$ cat src/rtl/cmd_process_arb.sv
// rtl/cmd_process_arb.sv - round-robin upstream command FIFO arbiter driving a completion TX engine
// One command in flight: IDLE grants/reads, LOAD captures the header, ISSUE strobes TX, WAIT awaits done.
module cmd_process_arb #(
  parameter int          NCH       = 2,
  parameter int          TO_CYC    = 1024,
  parameter logic [1:0]  CPL_TYPE  = 2'b01,
  parameter logic [1:0]  CPLD_TYPE = 2'b10
) (
  input  logic               clk,
  input  logic               rst_n,
  output logic [NCH-1:0]     us_cmd_fifo_rd_en_o,
  input  logic [NCH*128-1:0] us_cmd_fifo_dout_i,
  input  logic [NCH-1:0]     us_cmd_fifo_empty,
  output logic               req_compl_o,
  output logic               req_compl_with_data_o,
  input  logic               txe_compl_done_i,
  output logic [2:0]         req_tc_o,
  output logic               req_td_o,
  output logic               req_ep_o,
  output logic [1:0]         req_attr_o,
  output logic [9:0]         req_len_o,
  output logic [15:0]        req_rid_o,
  output logic [7:0]         req_tag_o,
  output logic [7:0]         req_be_o,
  output logic [12:0]        req_addr_o,
  output logic [2:0]         req_ch_o,
  output logic [NCH-1:0]     up_wr_cmd_compl_o,
  output logic               cmd_drop_o,
  output logic               tx_timeout_o,
  output logic               busy_o
);

  localparam logic [1:0] S_IDLE  = 2'd0;
  localparam logic [1:0] S_LOAD  = 2'd1;
  localparam logic [1:0] S_ISSUE = 2'd2;
  localparam logic [1:0] S_WAIT  = 2'd3;

  localparam int            TW      = $clog2(TO_CYC);
  localparam logic [TW-1:0] TO_LAST = TW'(TO_CYC - 1);

  logic [1:0]     r_state;
  logic [2:0]     r_last;
  logic [1:0]     r_cmd_type;
  logic [TW-1:0]  r_to_cnt;
  logic [2:0]     r_tc;
  logic           r_td;
  logic           r_ep;
  logic [1:0]     r_attr;
  logic [9:0]     r_len;
  logic [15:0]    r_rid;
  logic [7:0]     r_tag;
  logic [7:0]     r_be;
  logic [12:0]    r_addr;
  logic [2:0]     r_ch;
  logic [NCH-1:0] r_compl;
  logic           r_drop;
  logic           r_timeout;

  logic [2:0]     w_grant;
  logic           w_any;
  logic [127:0]   w_slice;
  logic [1:0]     w_type;
  logic           w_type_ok;
  logic [NCH-1:0] w_ch_hot;
  logic           w_unused_bits;

  // Search begins one past the last granted channel; r_last resets to NCH-1 so the first search starts at 0.
  always_comb begin
    w_grant = r_last;
    w_any   = 1'b0;
    for (int i = 0; i < NCH; i++) begin
      for (int c = 0; c < NCH; c++) begin
        if (!w_any && (c == (int'(r_last) + 1 + i) % NCH) && !us_cmd_fifo_empty[c]) begin
          w_any   = 1'b1;
          w_grant = c[2:0];
        end
      end
    end
  end

  always_comb begin
    us_cmd_fifo_rd_en_o = '0;
    for (int c = 0; c < NCH; c++) begin
      us_cmd_fifo_rd_en_o[c] = rst_n && (r_state == S_IDLE) && w_any && (w_grant == c[2:0]);
    end
  end

  // In LOAD r_last holds the channel read in the previous cycle.
  always_comb begin
    w_slice = '0;
    for (int c = 0; c < NCH; c++) begin
      if (r_last == c[2:0]) begin
        w_slice = us_cmd_fifo_dout_i[c*128 +: 128];
      end
    end
  end

  assign w_type        = w_slice[63:62];
  assign w_type_ok     = (w_type == CPL_TYPE) || (w_type == CPLD_TYPE);
  assign w_unused_bits = ^{w_slice[127:64], w_slice[61:55]};

  always_comb begin
    w_ch_hot = '0;
    for (int c = 0; c < NCH; c++) begin
      w_ch_hot[c] = (r_ch == c[2:0]);
    end
  end

  always_ff @(posedge clk or negedge rst_n) begin
    if (!rst_n) begin
      r_state    <= S_IDLE;
      r_last     <= 3'(NCH - 1);
      r_cmd_type <= 2'b00;
      r_to_cnt   <= '0;
      r_tc       <= '0;
      r_td       <= 1'b0;
      r_ep       <= 1'b0;
      r_attr     <= '0;
      r_len      <= '0;
      r_rid      <= '0;
      r_tag      <= '0;
      r_be       <= '0;
      r_addr     <= '0;
      r_ch       <= '0;
      r_compl    <= '0;
      r_drop     <= 1'b0;
      r_timeout  <= 1'b0;
    end else begin
      r_compl   <= '0;
      r_drop    <= 1'b0;
      r_timeout <= 1'b0;
      case (r_state)
        S_IDLE: begin
          if (w_any) begin
            r_last  <= w_grant;
            r_state <= S_LOAD;
          end
        end
        S_LOAD: begin
          r_tc       <= w_slice[54:52];
          r_td       <= w_slice[51];
          r_ep       <= w_slice[50];
          r_attr     <= w_slice[49:48];
          r_len      <= w_slice[47:38];
          r_rid      <= w_slice[37:22];
          r_tag      <= w_slice[21:14];
          r_be       <= w_slice[13:6];
          r_addr     <= {7'b0, w_slice[5:0]};
          r_ch       <= r_last;
          r_cmd_type <= w_type;
          if (w_type_ok) begin
            r_state <= S_ISSUE;
          end else begin
            r_drop  <= 1'b1;
            r_state <= S_IDLE;
          end
        end
        S_ISSUE: begin
          r_to_cnt <= '0;
          r_state  <= S_WAIT;
        end
        S_WAIT: begin
          // Done takes priority over a timeout landing in the same cycle.
          if (txe_compl_done_i) begin
            r_compl <= w_ch_hot;
            r_state <= S_IDLE;
          end else if (r_to_cnt == TO_LAST) begin
            r_timeout <= 1'b1;
            r_state   <= S_IDLE;
          end else begin
            r_to_cnt <= r_to_cnt + TW'(1);
          end
        end
        default: r_state <= S_IDLE;
      endcase
    end
  end

  assign req_compl_o           = (r_state == S_ISSUE);
  assign req_compl_with_data_o = (r_state == S_ISSUE) && (r_cmd_type == CPLD_TYPE);
  assign req_tc_o              = r_tc;
  assign req_td_o              = r_td;
  assign req_ep_o              = r_ep;
  assign req_attr_o            = r_attr;
  assign req_len_o             = r_len;
  assign req_rid_o             = r_rid;
  assign req_tag_o             = r_tag;
  assign req_be_o              = r_be;
  assign req_addr_o            = r_addr;
  assign req_ch_o              = r_ch;
  assign up_wr_cmd_compl_o     = r_compl;
  assign cmd_drop_o            = r_drop;
  assign tx_timeout_o          = r_timeout;
  assign busy_o                = (r_state != S_IDLE);

endmodule

$ cat config.mk
export PLATFORM = sky130hd
export DESIGN_NAME = cmd_process_arb
export DESIGN_NICKNAME = d
export VERILOG_FILES = /design/src/rtl/cmd_process_arb.sv
export SDC_FILE = /design/constraint.sdc
export NUM_CORES = 1
export LEC_CHECK = 0
export ABC_AREA = 0
export ABC_CLOCK_PERIOD_IN_PS = 1780
export CORE_MARGIN = 8
export CORE_UTILIZATION = 28
export DETAILED_ROUTE_END_ITERATION = 8
export GPL_ROUTABILITY_DRIVEN = 0
export PLACE_DENSITY = 0.83
export SYNTH_ARGS = -nofsm -noshare
export SYNTH_HDL_FRONTEND = slang
export SYNTH_SLANG_ARGS = --single-unit
$ cat constraint.sdc
create_clock -name clk -period 1.78 [get_ports clk]
set_input_delay 0.356 -clock clk [delete_from_list [all_inputs] [get_ports clk]]
set_output_delay 0.356 -clock clk [all_outputs]
set_load 0.005 [all_outputs]
==> results of run 1 <==
==> cells in the final DEF, fill, tap and decap left out, types with 4 or more instances in the layout <==
cell type | Yosys | layout
a22oi_1 | 56 | 56
buf_12 | 0 | 4
buf_4 | 7 | 25
clkbuf_16 | 0 | 9
clkdlybuf4s50_1 | 0 | 179
conb_1 | 1 | 7
dfrtp_1 | 78 | 76
nand2_1 | 65 | 65
nand2b_1 | 6 | 5
nand3_1 | 5 | 5
nor2_1 | 6 | 5
o21ai_0 | 69 | 63
o21ai_1 | 0 | 5
==> cell families after synthesis <==
logic type	count (synthesis)	share of synthesized area
buffers and inverters	43	0.0600
adder cells (fa/ha/maj)	1	0.00341
AND/OR/NAND/NOR	107	0.137
multiplexers	4	0.0119
other	1	0.00102
flip-flops	79	0.539
AO/OA/AOI/OAI	143	0.247
==> worst min-delay path by stage <==
stage                             from                          to  depth (start not counted)
after global placement     r_to_cnt[7]                 r_to_cnt[7]                          1
final                            rst_n                   r_last[2]                          2
after CTS                        rst_n                   r_last[2]                          2
after floorplan                  rst_n  asynchronous set/reset pin                          0
after detailed placement  req_tag_o[1]                req_tag_o[1]                          2
after global routing             rst_n                   r_last[2]                          2
==> registers in the layout, indices dropped and copies added (netlist names), 6 cells and up, named ones only <==
name	count
req_rid_o	16
r_to_cnt	10
req_len_o	10
req_be_o	8
req_tag_o	8
req_addr_o	6
==> power groups by stage <==
stage	Combinational, uW	Clock, uW	Sequential [uW]
3_3_place_gp	4290	0	2950
5_1_grt	4990	1840	3060
6_report	4520	1690	2960
3_5_place_dp	4480	0	3000
2_1_floorplan	1960	0	2970
4_1_cts	4570	1750	2940
==> timing repair <==
action / CTS / global route
cloned: 0 / 0
resized for setup: 9 / 24
setup endpoints to repair: 10 / 16
hold endpoints to repair: 0 / 0
buffers inserted: 3 / 0
pin swaps: 1 / 2
==> layout make-up <==
| cell class | count | area, um2 |
|---|---|---|
| Fill cell | 1200 | 6860 |
| Multi-Input combinational cell | 262 | 1570 |
| Tap cell | 176 | 220 |
| Inverter | 3 | 11.3 |
| Clock buffer | 11 | 243 |
| Timing Repair Buffer | 214 | 2110 |
| Sequential cell | 79 | 1980 |
| Clock inverter | 5 | 33.8 |
==> through the flow <==
step | TNS, ns | instances
CTS | -0.259 | 750
finish | 0 | 750
floorplan | 0 | 384
global route | 0 | 750
global placement | -0.469 | 731
detailed placement | -0.958 | 731
==> routing by layer <==
metal / up-vias / global-route usage
met1: 1714 / 0.151
met3: 6 / 0.0515
met2: 165 / 0.239
met5: - / 0
met4: 0 / 0.0412
li1: 1743 / -
==> worst max-delay path: stages, from the launching register on <==
cell and delay [ns]:
dfrtp_2 0.44, nor2b_4 0.14, and3_1 0.18, dlygate4sd2_1 0.29
==> flow_metrics.tcl, run 1 <==
set metrics [dict create \
    outcome "complete, no violations" \
    maxCapViolCount 0 \
    internal-power_uw 5950 \
    worst-setup-path-type "reg2out" \
    hold_violations 0 \
    dpl_cell_area_mm2 0.00581 \
    seq_power_share 0.323 \
    end_kind "primary output" \
    cts_tree "yes" \
    r2r_slack_ns 0.10 \
    dp_slack_ns -0.218 \
    synth_common_cells "78 x dfrtp_1, 69 x o21ai_0, 65 x nand2_1" \
    hold_ws_ns 0.261 \
    worst_pin_slew_ns 0.995 \
    setup_ws_ns 0.0574 \
    yosysUniqueCellTypes 41 \
    met1_length_mm 4.73 \
    p_leak_uw 0.00261 \
    overflow 0 \
    cts_sinks 79 \
    drive_gt1_frac 0.117 \
    period_minus_slack_ns 1.72 \
    reg2reg_depth 5 \
    dieArea_mm2 0.0170 \
    hold_buffers 0 \
    first_global_vias 3821 \
    p_total_uw 9180 \
    pwr-share-comb 0.493 \
    wl_per_cell_um 16.2 \
    avgViaCountPerCell 4.84 \
    grt_usage 0.136 \
    vias 3628 \
    max-vdd-ir-drop_mv 0.652 \
    synth-main-ff-cell "dfrtp_1" \
    critPathMaxFanout 4 \
    yosys.area.top_type "dfrtp_1" \
    cp.required_ns 1.42 \
    clock_power_share 0.184 \
    seq_area_frac_synth 0.539 \
    area_growth_pct 68.4 \
    async_flop_share 1.00 \
    swShare 0.351 \
    postSynthRegisterBits 79 \
    setup_viol 0 \
    dr.pass1.iters 4 \
    synth_area_mm2 0.00367 \
    path_clk_slew_ns 0.06 \
    fin_util 0.474 \
    clock_skew_ns 0.00724 \
    drc 0 \
    synth_top_area_frac 0.532 \
    grt_max_degree 80 \
    wl_met2_mm 5.87 \
    fp.coreArea_mm2 0.0130 \
    drtIter0Drc 199 \
    start_kind "flop" \
    synth_cells 378 \
    drtAntennaViolNets 0 \
    crit_path_end "req_compl_with_data_o" \
    hold_class "in2async" \
    wl_met3_mm 1.38 \
    slew_viol_final 0 \
    fin_crit_sh 0.968 \
    die_x_um 130 \
    nNetsFinal 831 \
    io_buffers 185 \
    die_h_um 130 \
    antenna_cells 0 \
    rsz0062_at_grt "false" \
    yosysMostFrequentCell "dfrtp_1" \
    hpwl_mm 9.21 \
    antenna_found_initial 0 \
    rows 42 \
    fmax_mhz 581 \
    pin_count 335 \
    fin_area_mm2 0.00617 \
    yosysWarnings 0 \
    grt_pass1_wl_mm 18.5 \
    max_slew_margin 0.337 \
    routed_wl_mm 12.1 \
    top_layer "met4" \
    arrival_ns 1.37 \
    synth.area.top_cells "dfrtp_1 53%, a22oi_1 11%, o21ai_0 9.4%, nand2_1 6.7%, buf_2 1.9%" \
    root_buffer "clkbuf_16" \
    reg2reg_from "r_last[0]" \
    p_switching_uw 3220 \
    htreeDepth 3 \
    cts_buffers 9 \
    start_util 0.281 \
    power.density_mw_per_mm2 1490 \
    clk_latency_ns 0.32 \
    synth_edf_count 0 \
    cts_buffer_depth 2 \
    avgSynthCellArea_um2 9.70 \
]
Note: power is estimated with default switching activity, not from simulation.
==> run 2: changes to the inputs <==
--- a/config.mk
+++ b/config.mk
@@ -6,7 +6,6 @@
 export NUM_CORES = 1
 export LEC_CHECK = 0
 export ABC_AREA = 0
-export ABC_CLOCK_PERIOD_IN_PS = 1780
 export CORE_MARGIN = 8
 export CORE_UTILIZATION = 28
 export DETAILED_ROUTE_END_ITERATION = 8
==> results of run 2 <==
No change in the layout: final DEF, timing and power equal those of run 1.
==> run 3: changes to the inputs <==
--- a/config.mk
+++ b/config.mk
@@ -8,6 +8,7 @@
 export ABC_AREA = 0
 export CORE_MARGIN = 8
 export CORE_UTILIZATION = 28
+export CTS_CLUSTER_SIZE = 8
 export DETAILED_ROUTE_END_ITERATION = 8
 export GPL_ROUTABILITY_DRIVEN = 0
 export PLACE_DENSITY = 0.83
==> results of run 3 <==
No change in the layout: final DEF, timing and power equal those of run 1.
